$ cat config.mk
export PLATFORM = sky130hd
export DESIGN_NAME = food_placer
export DESIGN_NICKNAME = d
export VERILOG_FILES = /design/src/rtl/snake_pkg.sv /design/src/rtl/grid_scan_counter.sv /design/src/rtl/food_placer.sv
export SDC_FILE = /design/constraint.sdc
export NUM_CORES = 1
export LEC_CHECK = 0
export BUFFER_PORTS_ARGS = -buffer_cell sky130_fd_sc_hd__buf_2
export CORE_UTILIZATION = 45
export CTS_CLUSTER_SIZE = 12
export DETAILED_ROUTE_END_ITERATION = 6
export MAX_ROUTING_LAYER = met4
export PLACE_DENSITY_LB_ADDON = 0.15
export SLEW_MARGIN = 20
export SYNTH_ARGS = -nofsm -noshare
export SYNTH_HDL_FRONTEND = slang
export SYNTH_SLANG_ARGS = --single-unit
$ cat constraint.sdc
create_clock -name system_clk -period 2.4 [get_ports system_clk]
set_input_delay 0.48 -clock system_clk [delete_from_list [all_inputs] [get_ports system_clk]]
set_output_delay 0.48 -clock system_clk [all_outputs]
set_load 0.005 [all_outputs]
$ cat src/rtl/snake_pkg.sv
// snake_pkg: shared coordinate type, food placer states and default grid size
package snake_pkg;
   typedef logic [3:0] coord_t;
   typedef enum logic [2:0] {IDLE, REQ, WAIT, QUERY, CHECK, SCAN_Q, SCAN_C} food_state_t;
   localparam int GRID_W = 16;
   localparam int GRID_H = 12;
endpackage

$ cat src/rtl/grid_scan_counter.sv
// grid_scan_counter: x-fastest raster position over the playable grid for the fallback scan
module grid_scan_counter
   import snake_pkg::*;
#(
   parameter int GRID_W = snake_pkg::GRID_W,
   parameter int GRID_H = snake_pkg::GRID_H
) (
   input  logic       system_clk,
   input  logic       nreset,
   input  logic       clear,
   input  logic       step,
   output logic [3:0] next_x,
   output logic [3:0] next_y,
   output logic       last
);
   coord_t x, y;
   logic wrap;
   // current scan cell; clear restarts at (0,0)
   always_ff @(posedge system_clk or negedge nreset)
      if (!nreset) begin
         x <= '0;
         y <= '0;
      end else if (clear) begin
         x <= '0;
         y <= '0;
      end else if (step) begin
         x <= next_x;
         y <= next_y;
      end
   // successor cell and end-of-grid flag for the current cell
   always_comb begin
      wrap = x == coord_t'(GRID_W - 1);
      next_x = wrap ? '0 : x + 4'd1;
      next_y = wrap ? y + 4'd1 : y;
      last = wrap && y == coord_t'(GRID_H - 1);
   end
endmodule

$ cat src/rtl/food_placer.sv
// food_placer: draws random cells, rejects off-grid/occupied ones, falls back to a raster scan
module food_placer
   import snake_pkg::*;
#(
   parameter int GRID_W    = snake_pkg::GRID_W,
   parameter int GRID_H    = snake_pkg::GRID_H,
   parameter int MAX_TRIES = 16,
   parameter int SETTLE    = 2
) (
   input  logic       system_clk,
   input  logic       nreset,
   input  logic       place_req,
   input  logic [7:0] rand_num,
   output logic       rng_enable,
   output logic [3:0] occ_x,
   output logic [3:0] occ_y,
   input  logic       occ_hit,
   output logic [3:0] food_x,
   output logic [3:0] food_y,
   output logic       food_valid,
   output logic       busy,
   output logic       board_full
);
   food_state_t state, state_d;
   logic [7:0] tries, tries_d, tries_inc, settle_cnt, settle_cnt_d;
   coord_t occ_x_d, occ_y_d, food_x_d, food_y_d, scan_x, scan_y;
   logic rng_enable_d, food_valid_d, board_full_d;
   logic scan_clear, scan_step, scan_last;
   logic settle_done, off_grid, give_up, reject, commit;

   grid_scan_counter #(.GRID_W(GRID_W), .GRID_H(GRID_H)) u_scan (
      .system_clk(system_clk),
      .nreset(nreset),
      .clear(scan_clear),
      .step(scan_step),
      .next_x(scan_x),
      .next_y(scan_y),
      .last(scan_last)
   );

   // state and every output are registered
   always_ff @(posedge system_clk or negedge nreset)
      if (!nreset) begin
         state      <= IDLE;
         tries      <= '0;
         settle_cnt <= '0;
         rng_enable <= 1'b0;
         occ_x      <= '0;
         occ_y      <= '0;
         food_x     <= '0;
         food_y     <= '0;
         food_valid <= 1'b0;
         board_full <= 1'b0;
         busy       <= 1'b0;
      end else begin
         state      <= state_d;
         tries      <= tries_d;
         settle_cnt <= settle_cnt_d;
         rng_enable <= rng_enable_d;
         occ_x      <= occ_x_d;
         occ_y      <= occ_y_d;
         food_x     <= food_x_d;
         food_y     <= food_y_d;
         food_valid <= food_valid_d;
         board_full <= board_full_d;
         busy       <= state_d != IDLE;
      end

   // next state; the candidate lives in occ_x/occ_y from capture until commit
   always_comb begin
      state_d      = state;
      tries_d      = tries;
      settle_cnt_d = settle_cnt;
      rng_enable_d = 1'b0;
      occ_x_d      = occ_x;
      occ_y_d      = occ_y;
      food_x_d     = food_x;
      food_y_d     = food_y;
      food_valid_d = food_valid;
      board_full_d = board_full;
      scan_clear   = 1'b0;
      scan_step    = 1'b0;
      tries_inc    = tries >= 8'(MAX_TRIES - 1) ? 8'(MAX_TRIES) : tries + 8'd1;
      give_up      = tries_inc == 8'(MAX_TRIES);
      settle_done  = settle_cnt == 8'(SETTLE - 1);
      off_grid     = {1'b0, rand_num[7:4]} >= 5'(GRID_W) || {1'b0, rand_num[3:0]} >= 5'(GRID_H);
      reject       = (state == WAIT && settle_done && off_grid) || (state == CHECK && occ_hit);
      commit       = (state == CHECK || state == SCAN_C) && !occ_hit;
      case (state)
         IDLE: if (place_req) begin
            state_d      = REQ;
            rng_enable_d = 1'b1;
            tries_d      = '0;
            food_valid_d = 1'b0;
            board_full_d = 1'b0;
         end
         REQ: begin
            state_d      = WAIT;
            settle_cnt_d = '0;
         end
         WAIT: if (!settle_done) settle_cnt_d = settle_cnt + 8'd1;
            else if (!off_grid) begin
               occ_x_d = rand_num[7:4];
               occ_y_d = rand_num[3:0];
               state_d = QUERY;
            end
         QUERY: state_d = CHECK;
         SCAN_Q: state_d = SCAN_C;
         SCAN_C: if (occ_hit && scan_last) begin
               board_full_d = 1'b1;
               state_d      = IDLE;
            end else if (occ_hit) begin
               scan_step = 1'b1;
               occ_x_d   = scan_x;
               occ_y_d   = scan_y;
               state_d   = SCAN_Q;
            end
         default: ;
      endcase
      if (commit) begin
         food_x_d     = occ_x;
         food_y_d     = occ_y;
         food_valid_d = 1'b1;
         state_d      = IDLE;
      end
      if (reject) begin
         tries_d      = tries_inc;
         rng_enable_d = !give_up;
         scan_clear   = give_up;
         state_d      = give_up ? SCAN_Q : REQ;
         if (give_up) begin
            occ_x_d = '0;
            occ_y_d = '0;
         end
      end
   end
endmodule

==> results.yml <==
sta:
  hold-worst-slack_ps: 76.9
  setup_viol: 0
  final_hold_viol_count: 0
  rsz0062_at_grt: "no"
  relSlewSlack: 0.468
  fin_tns_setup_ps: 0
  slew_violations: 0
  min_period_ps: 2300
  tightest_slew_ps: 792
  period_share: 0.960
  skew_ps: 5.08
  fmax_mhz: 434
worst_setup_path:
  worstSetupEndpointType: "flop"
  crit_arrival_ps: 2490
  r2r-start: "settle_cnt[4]$_DFFE_PN0P_"
  cp.required_ps: 2590
  cp-start-kind: "flop"
  critPathMaxFanout: 9
  worstSetupPathType: "flop to flop"
  reg2reg_slack_ps: 100
  r2r_end: "tries[2]$_DFFE_PN0P_"
  worst_r2r_path_depth: 4
synth:
  ys.flop_type: "dfrtp_1"
  ys_ff_latch: 47
  yosysSeqAreaShare: 0.485
  synth_edf_count: 0
  synth.top_cell.area_share: 0.485
  yosysMostFrequentCell: "dfrtp_1"
  syn-num-nets: 255
  async_flop_share: 1.00
  synth_top_area_cell: "dfrtp_1"
  synth_top_family_by_area: "simple AND/OR/NAND/NOR gates"
  yosys.area_share.simple: 0.219
  synth_warnings: 0
  synth_area_leaders: "dfrtp_1 48%, nand3_1 4.7%, mux2_2 4.6%, a21oi_1 2.7%, ha_1 2.6%"
  synth_area_per_cell_um2: 10.2
  muxShareOfSynthArea: 0.0547
  synth_xor_area_frac: 0.0289
  synthCells: 238
  synthAdderAreaFrac: 0.0258
  synth-compound-area-share: 0.150
  synth_cell_type_count: 50
  synth_area_um2: 2430
  yosys-top-cells-count: "47 x dfrtp_1, 23 x nand3_1, 14 x nand2_1, 13 x a21oi_1"
grt:
  grt_max_degree: 22
  grt_pass1_vias: 1749
  grt_overflow: 0
  antenna_found_initial: 0
  grt_usage: 0.208
  grt_pass1_wl_um: 8560
pwr:
  powerDensity_nw_per_um2: 927
  ir_drop_mv: 0.332
  fin_total_pwr_mw: 2.63
  p_leak_nw: 1.35
final_layout:
  finalNetCount: 297
  area_growth_pct: 17.0
  drive_gt1_frac: 0.278
  diodes: 0
  fin_util: 0.552
  n_fill_cell: 490
  multiInputGateArea_um2: 1160
  regArea_um2: 1180
die:
  ios: 32
  coreArea_um2: 5140
  floorplan.die_area_um2: 5690
  initial_core_util: 0.472
  std_cell_rows: 26
  dieWidth_um: 75.4
  die_h_um: 75.4
route:
  vias: 1947
  avgRoutedWirePerCell_um: 15.1
  wirelength_um: 5300
  drt_first_pass_iters: 4
  detail-route-antenna-nets: 0
  drt_iter0_markers: 60
  drc_errors: 0
  via_per_inst: 5.55
clock_network:
  clock_latency_ps: 300
  h-tree-depth: 2
  holdBufCountCts: 0
  root_buffer: "clkbuf_8"
  cts_tree: "done"
  clk_pin_slew_worst_paths_ps: 90
  cts_setup_buffers: 0
  clock_sinks: 47
  clockBufferDepth: 2
  cts_made_buffers: 5
  postCtsResizedCells: 0
place:
  io_buffers: 31
  hpwl_um: 3820
  place.gp.congestion: 0.832
job:
  drv_cap: 0
hold_path:
  hold_path.class: "input pin to asynchronous set/reset pin"
outcome:
  outcome: "finished clean"
layout make-up:
cell class,instances,share of cell area
Multi-Input combinational cell,172,0.409
Sequential cell,47,0.414
Tap cell,70,0.0309
Clock buffer,6,0.0291
Inverter,7,0.00926
Timing Repair Buffer,47,0.101
Clock inverter,2,0.00573
registers in the layout, summed over array words and instances (netlist names):
| signal | count |
|---|---|
| food_valid | 1 |
| rng_enable | 1 |
| settle_cnt | 8 |
| occ_x | 4 |
| food_y | 4 |
| occ_y | 4 |
| tries | 8 |
| busy | 1 |
| u_scan.y | 4 |
| state | 3 |
| food_x | 4 |
| board_full | 1 |
| u_scan.x | 4 |
where the power goes:
part | switching, mW | total [mW] | internal (mW)
Sequential | 0.150 | 1.16 | 1.01
Clock | 0.277 | 0.513 | 0.235
Combinational | 0.501 | 0.961 | 0.459
Total | 0.928 | 2.63 | 1.70
stage by stage:
stage / worst slack (ps) / instance area [um2] / instances
floorplan: 43.4 / 2430 / 238
global placement: 154 / 2740 / 343
detailed placement: 118 / 2740 / 343
CTS: 98.8 / 2840 / 351
global route: 0.647 / 2840 / 351
finish: 95.3 / 2840 / 351
routing by layer:
layer	wire, um	vias to the layer above	track usage
met1	2780	939	0.295
met3	151	7	0.0410
met5	0	-	-
met4	61	0	0.0556
li1	-	974	-
met2	2300	27	0.304
logic make-up after synthesis:
kind of cell / count (synthesis)
buf+inv: 19
simple gates: 92
fa+ha+maj: 5
compound gates: 55
xor+xnor: 8
flops: 47
mux: 12
cell usage in the layout, fill, tap and decap left out, types with 4 or more instances in the layout:
cell      synthesis  final
nand3_1          23     23
nand2_1          14     14
xor2_1            5      5
a21oi_1          13     13
clkbuf_8          0      6
ha_1              5      5
buf_4             1     15
o21a_1            4      4
nor3_1            7      7
or4_1             4      4
buf_2             0     31
mux2_2           10     10
nor2_1           10     10
inv_1             7      7
o21ai_0           8      8
a31oi_1           4      4
dfrtp_1          47     47
o211ai_1          6      6
nand4_1           7      7
worst max path at each step:
stage / from / slack, ps / to / depth (start not counted)
2_1_floorplan: settle_cnt[4]$_DFFE_PN0P_ / 40 / tries[3]$_DFFE_PN0P_ / 6
3_3_place_gp: settle_cnt[4]$_DFFE_PN0P_ / 150 / tries[2]$_DFFE_PN0P_ / 4
3_5_place_dp: settle_cnt[4]$_DFFE_PN0P_ / 120 / tries[2]$_DFFE_PN0P_ / 4
4_1_cts: settle_cnt[4]$_DFFE_PN0P_ / 100 / tries[2]$_DFFE_PN0P_ / 4
5_1_grt: settle_cnt[4]$_DFFE_PN0P_ / 0.6 / tries[0]$_DFFE_PN0P_ / 4
6_report: settle_cnt[4]$_DFFE_PN0P_ / 100 / tries[2]$_DFFE_PN0P_ / 4
critical path: stages, from the launching register on:
cell and delay, ps:
dfrtp_1 450, or4_4 580, or4_4 600, and3_4 230, a221o_1 340
Note: power is estimated with default switching activity, not from simulation.
